<file path="src/rtl/pwm_pkg.sv">
// Shared constants and types for the PWM protection front-end.
// Channel count, defaults, filtered-input bundle and pad-index map.
package pwm_pkg;

  localparam int NCH_DEF      = 4;
  localparam int PWM_PERIOD   = 256;
  localparam int FILT_LEN_DEF = 4;
  localparam int MAX_LIM_DEF  = 4;

  // Pad block base and per-channel stride used by the pad wrapper.
  localparam int PAD_BASE   = 8;
  localparam int PAD_STRIDE = 4;

  typedef enum logic [1:0] {
    PAD_ILIM  = 2'd0,
    PAD_VLIM  = 2'd1,
    PAD_FAULT = 2'd2,
    PAD_FDET  = 2'd3
  } pad_kind_e;

  typedef struct packed {
    logic ilim;
    logic vlim;
    logic fault;
  } prot_in_t;

  function automatic logic [5:0] pad_idx(
    input logic [1:0] ch,
    input pad_kind_e  kind
  );
    pad_idx = 6'(PAD_BASE)
            + 6'({ch, 2'b00})
            + 6'(kind);
  endfunction

endpackage

</file>
<file path="src/rtl/prot_glitch_filter.sv">
// Two-FF synchroniser plus persistence filter for one pad bit.
// Ports: clk_i, rst_ni (async low), d_i raw pad, q_o filtered level.
module prot_glitch_filter #(
  parameter int FILT_LEN = 4
) (
  input  logic clk_i,
  input  logic rst_ni,
  input  logic d_i,
  output logic q_o
);

  localparam int CW = (FILT_LEN > 1) ? $clog2(FILT_LEN) : 1;
  localparam logic [CW-1:0] LAST = CW'(FILT_LEN - 1);

  logic          s1_q, s2_q;
  logic          filt_q, filt_d;
  logic [CW-1:0] cnt_q, cnt_d;

  // Level moves only after FILT_LEN consecutive disagreeing samples.
  always_comb begin
    filt_d = filt_q;
    cnt_d  = '0;
    if (s2_q != filt_q) begin
      if (cnt_q == LAST) begin
        filt_d = s2_q;
      end else begin
        cnt_d = cnt_q + 1'b1;
      end
    end
  end

  always_ff @(posedge clk_i or negedge rst_ni) begin
    if (!rst_ni) begin
      s1_q   <= 1'b0;
      s2_q   <= 1'b0;
      filt_q <= 1'b0;
      cnt_q  <= '0;
    end else begin
      s1_q   <= d_i;
      s2_q   <= s1_q;
      filt_q <= filt_d;
      cnt_q  <= cnt_d;
    end
  end

  assign q_o = filt_q;

endmodule

</file>
<file path="src/rtl/pwm_protect_conditioner.sv">
// Protection front-end: filtered limits -> per-period hi-side kill,
// escalation and fault pads -> latched channel disable / FAULT_DETECT.
module pwm_protect_conditioner
  import pwm_pkg::*;
#(
  parameter int NCH      = NCH_DEF,
  parameter int FILT_LEN = FILT_LEN_DEF,
  parameter int MAX_LIM  = MAX_LIM_DEF,
  parameter int CNT_W    = $clog2(MAX_LIM) + 1
) (
  input  logic           wb_clk_i,
  input  logic           resetb,
  input  logic [NCH-1:0] i_limit_in,
  input  logic [NCH-1:0] v_limit_in,
  input  logic [NCH-1:0] fault_in,
  input  logic [NCH-1:0] cycle,
  input  logic [NCH-1:0] fault_clear,
  output logic [NCH-1:0] hi_kill,
  output logic [NCH-1:0] ch_disable,
  output logic [NCH-1:0] fault_detect
);

  localparam logic [CNT_W-1:0] ESC_MAX = CNT_W'(MAX_LIM);
  localparam logic [CNT_W-1:0] ESC_PRE = CNT_W'(MAX_LIM - 1);

  for (genvar c = 0; c < NCH; c++) begin : g_ch

    prot_in_t filt;

    prot_glitch_filter #(.FILT_LEN(FILT_LEN)) u_ilim (
      .clk_i  (wb_clk_i),
      .rst_ni (resetb),
      .d_i    (i_limit_in[c]),
      .q_o    (filt.ilim)
    );

    prot_glitch_filter #(.FILT_LEN(FILT_LEN)) u_vlim (
      .clk_i  (wb_clk_i),
      .rst_ni (resetb),
      .d_i    (v_limit_in[c]),
      .q_o    (filt.vlim)
    );

    prot_glitch_filter #(.FILT_LEN(FILT_LEN)) u_flt (
      .clk_i  (wb_clk_i),
      .rst_ni (resetb),
      .d_i    (fault_in[c]),
      .q_o    (filt.fault)
    );

    logic             lim_q, lim_d;
    logic             seen_q, seen_d;
    logic             flt_q, flt_d;
    logic [CNT_W-1:0] esc_q, esc_d;
    logic             lim_act, hit;
    logic             esc_set, flt_set, flt_clr;

    always_comb begin
      lim_act = filt.ilim | filt.vlim;
      // A limit this very edge still counts for the closing period.
      hit     = seen_q | lim_act;
      esc_set = cycle[c] & hit & (esc_q == ESC_PRE);
      flt_set = filt.fault | esc_set;
      flt_clr = fault_clear[c] & flt_q & ~flt_set;

      lim_d  = lim_act | (lim_q & ~cycle[c]);
      seen_d = cycle[c] ? lim_act : (seen_q | lim_act);

      esc_d = esc_q;
      if (cycle[c]) begin
        if (!hit) begin
          esc_d = '0;
        end else if (esc_q != ESC_MAX) begin
          esc_d = esc_q + 1'b1;
        end
      end
      if (flt_clr) begin
        esc_d = '0;
      end

      flt_d = flt_set | (flt_q & ~flt_clr);
    end

    always_ff @(posedge wb_clk_i or negedge resetb) begin
      if (!resetb) begin
        lim_q  <= 1'b0;
        seen_q <= 1'b0;
        flt_q  <= 1'b0;
        esc_q  <= '0;
      end else begin
        lim_q  <= lim_d;
        seen_q <= seen_d;
        flt_q  <= flt_d;
        esc_q  <= esc_d;
      end
    end

    assign hi_kill[c]      = lim_q | flt_q;
    assign ch_disable[c]   = flt_q;
    assign fault_detect[c] = flt_q;

  end

endmodule

</file>
<file path="config.mk">
export PLATFORM = sky130hd
export DESIGN_NAME = pwm_protect_conditioner
export DESIGN_NICKNAME = d
export VERILOG_FILES = /design/src/rtl/pwm_pkg.sv /design/src/rtl/prot_glitch_filter.sv /design/src/rtl/pwm_protect_conditioner.sv
export SDC_FILE = /design/constraint.sdc
export NUM_CORES = 1
export LEC_CHECK = 0
export CORE_MARGIN = 10
export CORE_UTILIZATION = 59
export CTS_BUF_LIST = sky130_fd_sc_hd__clkbuf_8
export CTS_CLUSTER_DIAMETER = 200
export DETAILED_ROUTE_END_ITERATION = 6
export PLACE_DENSITY = 0.82
export REMOVE_ABC_BUFFERS = 1
export SYNTH_ARGS = -nofsm -noshare
export SYNTH_HDL_FRONTEND = slang
export SYNTH_SLANG_ARGS = --single-unit
</file>
<file path="constraint.sdc">
create_clock -name wb_clk_i -period 1.4 [get_ports wb_clk_i]
set_input_delay 0.28 -clock wb_clk_i [delete_from_list [all_inputs] [get_ports wb_clk_i]]
set_output_delay 0.28 -clock wb_clk_i [all_outputs]
set_load 0.005 [all_outputs]
</file>
**Yosys cells after proc, flatten, opt, wreduce, memory -nomap -nowiden**

Index checks and enable logic that the tools add are counted.

- Input bits: 22
- Output and inout port bits: 12
- Register bits: 84
- Logic and storage cells: 240

- Muxes and demuxes: 44
- Bitwise gates (word level): 60
- Reduce and logical (&&, ||, !) cells: 20
- Add/sub/neg operators: 16
- Equal/unequal tests: 36

Operator list:

| operator | number |
|---|---|
| two-way mux 2 bit | 24 |
| two-way mux 3 bit | 16 |
| AND reduction 2 bit | 16 |
| adder 2 x 1 -> 2 bit (second input constant) | 12 |
| bitwise AND 1 bit | 24 |
| equality test 2 bit (second input constant) | 12 |
| OR 1 bit | 24 |
| adder 3 x 1 -> 3 bit (second input constant) | 4 |
| equality test 3 x 2 -> 1 bit (second input constant) | 4 |
| != test 1 bit | 12 |
| != test 3 x 1 -> 1 bit (second input constant) | 4 |
| != test 3 bit (second input constant) | 4 |
| inverter 1 bit | 12 |
| nonzero test 2 bit | 4 |
| two-way mux 1 bit | 4 |

**Depth between registers and ports, before layout**

Gate-level depths: netlist of run 1.

- Depth in word-level cells: 10
- Gate-level depth with buffers: 5
- Mapped depth without buffers: 5

**Hierarchy**

Synthesis of run 1 repeated with hierarchy kept, for this count alone.

- Cells, all modules: 272
- Area, all modules: 3487.1 µm²

Modules (own cells, without submodules):

| module | seq. area each (µm²) | instances | area an instance (µm²) | cells each |
|---|---|---|---|---|
| prot_glitch_filter | 125.1 | 12 | 173.9 | 10 |
| pwm_protect_conditioner | 600.6 | 1 | 1400.1 | 152 |

**Least setup slack after synthesis of run 1**

OpenSTA, ideal clock, no wires.

- Path type: flip-flop to flip-flop
- From: register g_ch[1].u_vlim.filt_q
- To: register g_ch[1].flt_q
- Data required time: 1274 ps
- Cell stages (with the launch flop): 3
- Clock period less this slack: 1264 ps
- Arrival time: 1137 ps
- Library setup time: 126 ps
- Buffers on the path: 0
- Path slack: 136 ps
- Cell sequence: dfrtp_1 or3_4 a311o_1

- Longest elaborated chain between the ends: 10

Ends and longest elaborated chain:

| item | line | source |
|---|---|---|
| start: declaration | prot_glitch_filter.sv:16 | `logic filt_q, filt_d;` |
| start signal: assignment | prot_glitch_filter.sv:41 | `filt_q <= filt_d;` |
| OR 1 bit * | pwm_protect_conditioner.sv:59 | `lim_act = filt.ilim \| filt.vlim;` |
| OR 1 bit * | pwm_protect_conditioner.sv:61 | `hit = seen_q \| lim_act;` |
| bitwise AND 1 bit * (2 in series) | pwm_protect_conditioner.sv:62 | `esc_set = cycle[c] & hit & (esc_q == ESC_PRE);` |
| OR 1 bit * | pwm_protect_conditioner.sv:63 | `flt_set = filt.fault \| esc_set;` |
| inverter 1 bit | pwm_protect_conditioner.sv:64 | `flt_clr = fault_clear[c] & flt_q & ~flt_set;` |
| bitwise AND 1 bit | pwm_protect_conditioner.sv:64 |  |
| inverter 1 bit | pwm_protect_conditioner.sv:81 | `flt_d = flt_set \| (flt_q & ~flt_clr);` |
| bitwise AND 1 bit | pwm_protect_conditioner.sv:81 |  |
| OR 1 bit * | pwm_protect_conditioner.sv:81 |  |
| via g_ch[1].flt_d | pwm_protect_conditioner.sv:53 | `logic flt_q, flt_d;` |
| end signal: assignment | pwm_protect_conditioner.sv:93 | `flt_q <= flt_d;` |
| end: declaration | pwm_protect_conditioner.sv:53 |  |

The timed path passes the listed nets; every way through them passes the cells marked *.
A chain may end at the register's enable or synchronous reset.

**Final worst setup path of run 1**

- From: register g_ch[0].lim_q
- To: output port hi_kill[0]

- Longest elaborated chain between the ends: 1

Ends and longest elaborated chain:

| item | line | source |
|---|---|---|
| start: declaration | pwm_protect_conditioner.sv:51 | `logic lim_q, lim_d;` |
| start signal: assignment | pwm_protect_conditioner.sv:91 | `lim_q <= lim_d;` |
| OR 1 bit | pwm_protect_conditioner.sv:98 | `assign hi_kill[c] = lim_q \| flt_q;` |
| end: declaration | pwm_protect_conditioner.sv:18 | `output logic [NCH-1:0] hi_kill,` |

No other way between the ends.

==> results of run 1 <==
## kinds of logic (layout without fill, tap and decap cells)
kind of cell | after synthesis | count (layout) | synth area share [%]
simple gates | 60 | 60 | 9.94
xor+xnor | 12 | 12 | 3.07
fa+ha+maj | 24 | 24 | 8.77
compound gates | 44 | 44 | 8.04
mux | 12 | 12 | 3.95
buf+inv | 36 | 89 | 4.82
flops | 84 | 84 | 61.4
## power by group
| part | switching (uW) | leakage, uW | internal, uW | total, uW |
|---|---|---|---|---|
| logic | 1260 | 0.000826 | 1410 | 2670 |
| registers | 619 | 0.00101 | 3230 | 3850 |
| clock network | 781 | 0.000102 | 894 | 1670 |
## state kept, by name, indices dropped and copies added (netlist names)
signal and flops:
g_ch.esc_q 12, g_ch.flt_q 4, g_ch.lim_q 4, g_ch.seen_q 4
g_ch.u_flt.cnt_q 8, g_ch.u_flt.q_o 4, g_ch.u_flt.s1_q 4, g_ch.u_flt.s2_q 4
g_ch.u_ilim.cnt_q 8, g_ch.u_ilim.q_o 4, g_ch.u_ilim.s1_q 4, g_ch.u_ilim.s2_q 4
g_ch.u_vlim.cnt_q 8, g_ch.u_vlim.q_o 4, g_ch.u_vlim.s1_q 4, g_ch.u_vlim.s2_q 4
## metrics by stage
step / power [uW] / utilization, %
final: 8200 / 74.0
after global routing: 8830 / 74.0
after CTS: 8200 / 73.4
after detailed placement: 6560 / 70.0
after global placement: 6330 / 70.0
after floorplan: 5410 / -
## layout make-up
type / instances / area, sq um / share of cell area, %
inverter: 28 / 105 / 2.55
sequential: 84 / 2100 / 51.0
timing repair buffer: 47 / 430 / 10.4
multi-input combinational: 152 / 1210 / 29.3
clock inverter: 3 / 38.8 / 0.940
clock buffer: 11 / 151 / 3.67
tap: 72 / 90.1 / 2.18
## what timing repair did
| item | in CTS | in global routing |
|---|---|---|
| resized for setup | 34 | 9 |
| endpoints found under the setup margin | 18 | 16 |
| hold buffers | 1 | 0 |
| pin swaps | 0 | 4 |
| hold endpoints to repair | 21 | 0 |
## cells in the mapped netlist, drive strengths merged
master | n | area, sq um
ha | 24 | 300
nand2 | 12 | 45.0
dfrtp | 84 | 2100
o311a | 4 | 40.0
buf | 8 | 60.1
nor2b | 16 | 100
inv | 28 | 105
o21ai | 16 | 80.1
nand4 | 8 | 50.1
a21oi | 12 | 60.1
nor2 | 4 | 15.0
nor3 | 12 | 60.1
xnor2 | 12 | 105
a211oi | 4 | 30.0
a311o | 4 | 40.0
or3 | 4 | 45.0
or2 | 4 | 25.0
mux2 | 12 | 135
a31oi | 4 | 25.0
## per-layer routing
layer	global-route usage (%)	routed length, um	vias up
met3	3.66	204	9
met4	5.90	77	0
li1	-	-	1023
met5	0	0	-
met1	16.4	2510	1058
met2	23.5	3060	32
## critical path, cell delays in order, from the launching register on
cell and delay [ps]:
dfrtp_1 390, or2_1 210, buf_2 130
## path summary, 6_finish.rpt
kind | start | end | cells past startpoint
hold / removal | g_ch[0].u_ilim.s1_q | g_ch[0].u_ilim.s2_q | 0
hold reg to reg | g_ch[0].u_ilim.s1_q | g_ch[0].u_ilim.s2_q | 0
max in group asynchronous | resetb | g_ch[1].u_vlim.cnt_q[1] | 3
setup reg to reg | g_ch[0].u_vlim.q_o | g_ch[0].flt_q | 2
setup / recovery | g_ch[0].lim_q | hi_kill[0] | 2
min in group asynchronous | resetb | g_ch[0].u_vlim.s2_q | 2
==> flow_metrics.py, run 1 <==
metrics = {
    "run_status": {
        "outcome": "complete, no violations",
    },
    "pwr": {
        "ir_worst_vdd_mv": 1.10,
        "power_density_nw_per_um2": 1990,
        "leakagePower_uw": 0.00194,
    },
    "clock_network": {
        "numCtsBuffers": 9,
        "cts-root-buf": "clkbuf_8",
        "cts.path.max_buffers": 2,
        "tritoncts": "done",
        "htree_levels": 3,
        "clock-sinks": 84,
        "clkLatencyLatePin_ps": 340,
        "post_cts_buffers": 0,
        "clk_pin_slew_ps": 80,
    },
    "layout": {
        "fillers": 392,
        "finalInstanceArea_sq_um": 4130,
        "layout-drive-gt1-share_pct": 13.5,
        "diodes": 0,
        "area_delta_synth_final_pct": 20.5,
        "nets": 368,
        "finalNonFillerCells": 397,
        "layout_commonest_cell": "dfrtp_1",
        "mostFrequentLayoutCells": "dfrtp_1, inv_1, ha_1",
    },
    "placed_design": {
        "place_inst": 382,
        "place_area_sq_um": 3900,
        "port_buffers": 33,
        "place.gp.congestion": 0.776,
        "post-dp-hpwl_mm": 4.24,
        "dp_slack_ps": -55.4,
    },
    "timing": {
        "fin_crit_sh_pct": 97.0,
        "fin_crit_ps": 1360,
        "final-setup-viol-count": 0,
        "fmaxAchievable_mhz": 736,
        "tns_ps": 0,
        "hold_ws_ps": 351,
        "worst_slew_pin_slew_ps": 341,
        "grt_setup_unrepaired": "false",
        "slew_viol_final": 0,
        "worst_slack_ps": 41.3,
        "slew_headroom_pct": 77.2,
        "fin_skew_ps": 5.01,
        "hold_viol": 0,
    },
    "floorplan": {
        "die-area_sq_um": 9250,
        "rows": 27,
        "die_h_um": 96.2,
        "die_x_um": 96.2,
        "ios": 34,
        "initial_core_util_pct": 61.4,
        "core_sq_um": 5570,
    },
    "setup_path": {
        "crit_arrival_ps": 1080,
        "cp.required_ps": 1120,
        "crit_fanout": 2,
        "r2r_slack_ps": 60,
        "critPathLaunchType": "flop",
        "critPathKind": "flop to output port",
        "cp-end-kind": "output port",
    },
    "grt": {
        "grt_overflow": 0,
        "grt_pass1_wl_mm": 10.1,
        "grt_antenna_before_repair": 0,
        "grt_max_degree": 42,
        "first_global_vias": 2291,
        "grt_use_total_pct": 13.9,
    },
    "yosys": {
        "synthCells": 272,
        "synth.distinct_cells": 19,
        "synth_warnings": 0,
        "synth-seq-cells": 84,
        "ys_seq_area_share_pct": 61.4,
        "avgSynthCellArea_sq_um": 12.6,
        "syn_area_sq_um": 3420,
    },
    "detailed_routing": {
        "drtIter0Drc": 78,
        "route.detailed.drc": 0,
        "detail_route.first_pass.iterations": 4,
        "antenna_left": 0,
        "wl_per_cell_um": 14.8,
        "vias": 2122,
        "totalWireLength_mm": 5.86,
        "vias_per_cell": 5.35,
    },
    "min_path": {
        "hold_path.class": "flop to flop",
    },
    "job": {
        "cap_violations": 0,
    },
}
Power figures use the tool's default switching activity.
==> inputs of run 2 (changes only) <==
Settings changed: CORE_ASPECT_RATIO set to 1.4, CORE_MARGIN 10 to not set, HOLD_SLACK_MARGIN set to 0.05.
==> run 2 against run 1 <==
- die area decreased by 34%
- fmax increased by 0.96%
- sequential share of layout area up 0.062 points
- critical path depth rose by 2
- largest cell class unchanged
- largest power group unchanged
==> flow_metrics.py, run 2 (synthesis results as in run 1) <==
metrics = {
    "timing": {
        "final-setup-viol-count": 0,
        "hold_viol": 0,
        "slew_viol_final": 0,
        "worst_slack_ps": 54.2,
        "grt_setup_unrepaired": "true",
        "fmaxAchievable_mhz": 743,
        "fin_crit_ps": 1350,
        "fin_skew_ps": 9.13,
        "slew_headroom_pct": 73.3,
        "worst_slew_pin_slew_ps": 400,
        "fin_crit_sh_pct": 96.1,
    },
    "grt": {
        "grt_pass1_wl_mm": 8.99,
        "grt_overflow": 0,
        "first_global_vias": 2154,
        "grt_antenna_before_repair": 0,
        "grt_max_degree": 32,
        "use_met3_pct": 6.34,
        "gr-usage-met2_pct": 32.3,
        "busiest_layer": "met2",
        "grt_use_total_pct": 19.9,
        "gr-usage-met1_pct": 23.7,
    },
    "pwr": {
        "swShare_pct": 31.9,
        "p_int_uw": 5370,
        "power_density_nw_per_um2": 1910,
        "p_comb_share_pct": 33.2,
        "leakagePower_uw": 0.00196,
        "ir_worst_vdd_mv": 1.05,
        "p_seq_share_pct": 48.3,
        "power_switching_uw": 2510,
        "power_uw": 7890,
        "p_clk_share_pct": 18.5,
    },
    "setup_path": {
        "critPathKind": "flop to flop",
        "crit_arrival_ps": 1570,
        "critPathLaunchType": "flop",
        "worst_r2r_startpoint": "g_ch[1].esc_q[0]",
        "r2r_end": "g_ch[1].esc_q[1]",
        "r2r_slack_ps": 50,
        "reg2reg_depth": 4,
        "cp.required_ps": 1620,
        "cp-end-kind": "flop",
        "crit_fanout": 3,
    },
    "clock_network": {
        "clkLatencyLatePin_ps": 340,
        "cts-root-buf": "clkbuf_8",
        "numCtsBuffers": 9,
        "clk_pin_slew_ps": 70,
        "tritoncts": "done",
        "htree_levels": 3,
        "cts.path.max_buffers": 2,
        "clock-sinks": 84,
    },
    "detailed_routing": {
        "vias_per_cell": 5.40,
        "wl_per_cell_um": 12.5,
        "vias": 2167,
        "totalWireLength_mm": 5.02,
        "drtIter0Drc": 37,
        "detail_route.first_pass.iterations": 4,
        "antenna_left": 0,
        "route.detailed.drc": 0,
    },
    "layout": {
        "largest_reg_flops": 12,
        "diodes": 0,
        "largest-register": "g_ch.esc_q",
        "nets": 375,
        "mostFrequentLayoutCells": "dfrtp_1, inv_1, ha_1",
        "multi_input_area_sq_um": 1180,
        "fillers": 387,
        "seq_area_sq_um": 2100,
        "finalNonFillerCells": 401,
        "area_delta_synth_final_pct": 20.4,
        "layout_commonest_cell": "dfrtp_1",
        "layout-drive-gt1-share_pct": 14.4,
    },
    "placed_design": {
        "dp_slack_ps": -55.2,
        "port_buffers": 33,
        "post-dp-hpwl_mm": 3.72,
        "place.gp.congestion": 0.717,
        "place_inst": 382,
    },
    "floorplan": {
        "initial_core_util_pct": 61.5,
        "die-area_sq_um": 6120,
        "die_x_um": 66.4,
        "ios": 34,
        "core_sq_um": 5570,
        "rows": 32,
        "die_h_um": 92.1,
    },
    "min_path": {
        "min_path_cells": 0,
        "min_from": "g_ch[1].u_ilim.s1_q",
        "min_to": "g_ch[1].u_ilim.s2_q",
        "hold_path.class": "flop to flop",
    },
    "job": {
        "cap_violations": 0,
    },
    "run_status": {
        "outcome": "complete, no violations",
    },
}
==> run 2: cell count changes in the layout (fill, tap and decap cells not counted), sizes merged <==
| cell | previous run | this run |
|---|---|---|
| bufinv | 1 | 0 |
| buf | 18 | 24 |
| inv | 29 | 30 |
| clkbuf | 13 | 14 |
| clkinv | 1 | 2 |
==> run 2: critical path: stages (launching register included) <==
cell,delay (ps)
dfrtp_1,400
ha_1,220
ha_1,210
a211oi_2,310
a21oi_1,80
==> run 2: per-stage QoR <==
step	setup TNS, ps	hold WS, ps	area, sq um	utilization (%)
2_1_floorplan	0	-15.6	3360	-
4_1_cts	-67.3	352	4120	74.0
3_3_place_gp	0	234	3930	70.6
5_1_grt	-2.18	355	4120	74.0
3_5_place_dp	-263	240	3930	70.6
6_report	0	351	4120	74.0
==> run 2: final cells by class <==
cell class / count / area share (%)
repair buffers: 54 / 11.7
inverters: 28 / 2.55
clock inverters: 4 / 0.425
clock buffers: 11 / 3.67
multi-input cells: 152 / 28.5
well taps: 68 / 2.06
flip-flops and latches: 84 / 51.0
==> run 2: how the worst max path moves through the flow <==
stage,startpoint,to
floorplan,g_ch[1].u_vlim.q_o,g_ch[1].flt_q
global placement,cycle[0],g_ch[0].esc_q[1]
detailed placement,fault_clear[0],g_ch[0].esc_q[0]
CTS,g_ch[0].lim_q,hi_kill[0]
global route,g_ch[1].flt_q,hi_kill[1]
finish,g_ch[1].esc_q[0],g_ch[1].esc_q[1]
==> run 2: per-layer routing <==
layer  vias up  part of all wire, %
met5         -                    0
li1       1042                    -
met1      1061                   43
met4         0                  2.5
met3        12                  3.7
met2        52                   51
==> run 2: power by group through the flow <==
stage | combinational (uW) | clock (uW) | sequential, uW
6_report | 2620 | 1460 | 3810
5_1_grt | 2990 | 1620 | 3930
4_1_cts | 2630 | 1510 | 3810
3_5_place_dp | 2660 | 0 | 3850
3_3_place_gp | 2520 | 0 | 3790
2_1_floorplan | 1630 | 0 | 3780
==> run 2: timing repair <==
item,4_1_cts,5_1_grt
pin swaps,0,2
endpoints found under the setup margin,24,12
resized for setup,30,6
hold buffers,1,0
buffers inserted,1,2
endpoints found under the hold margin,28,0
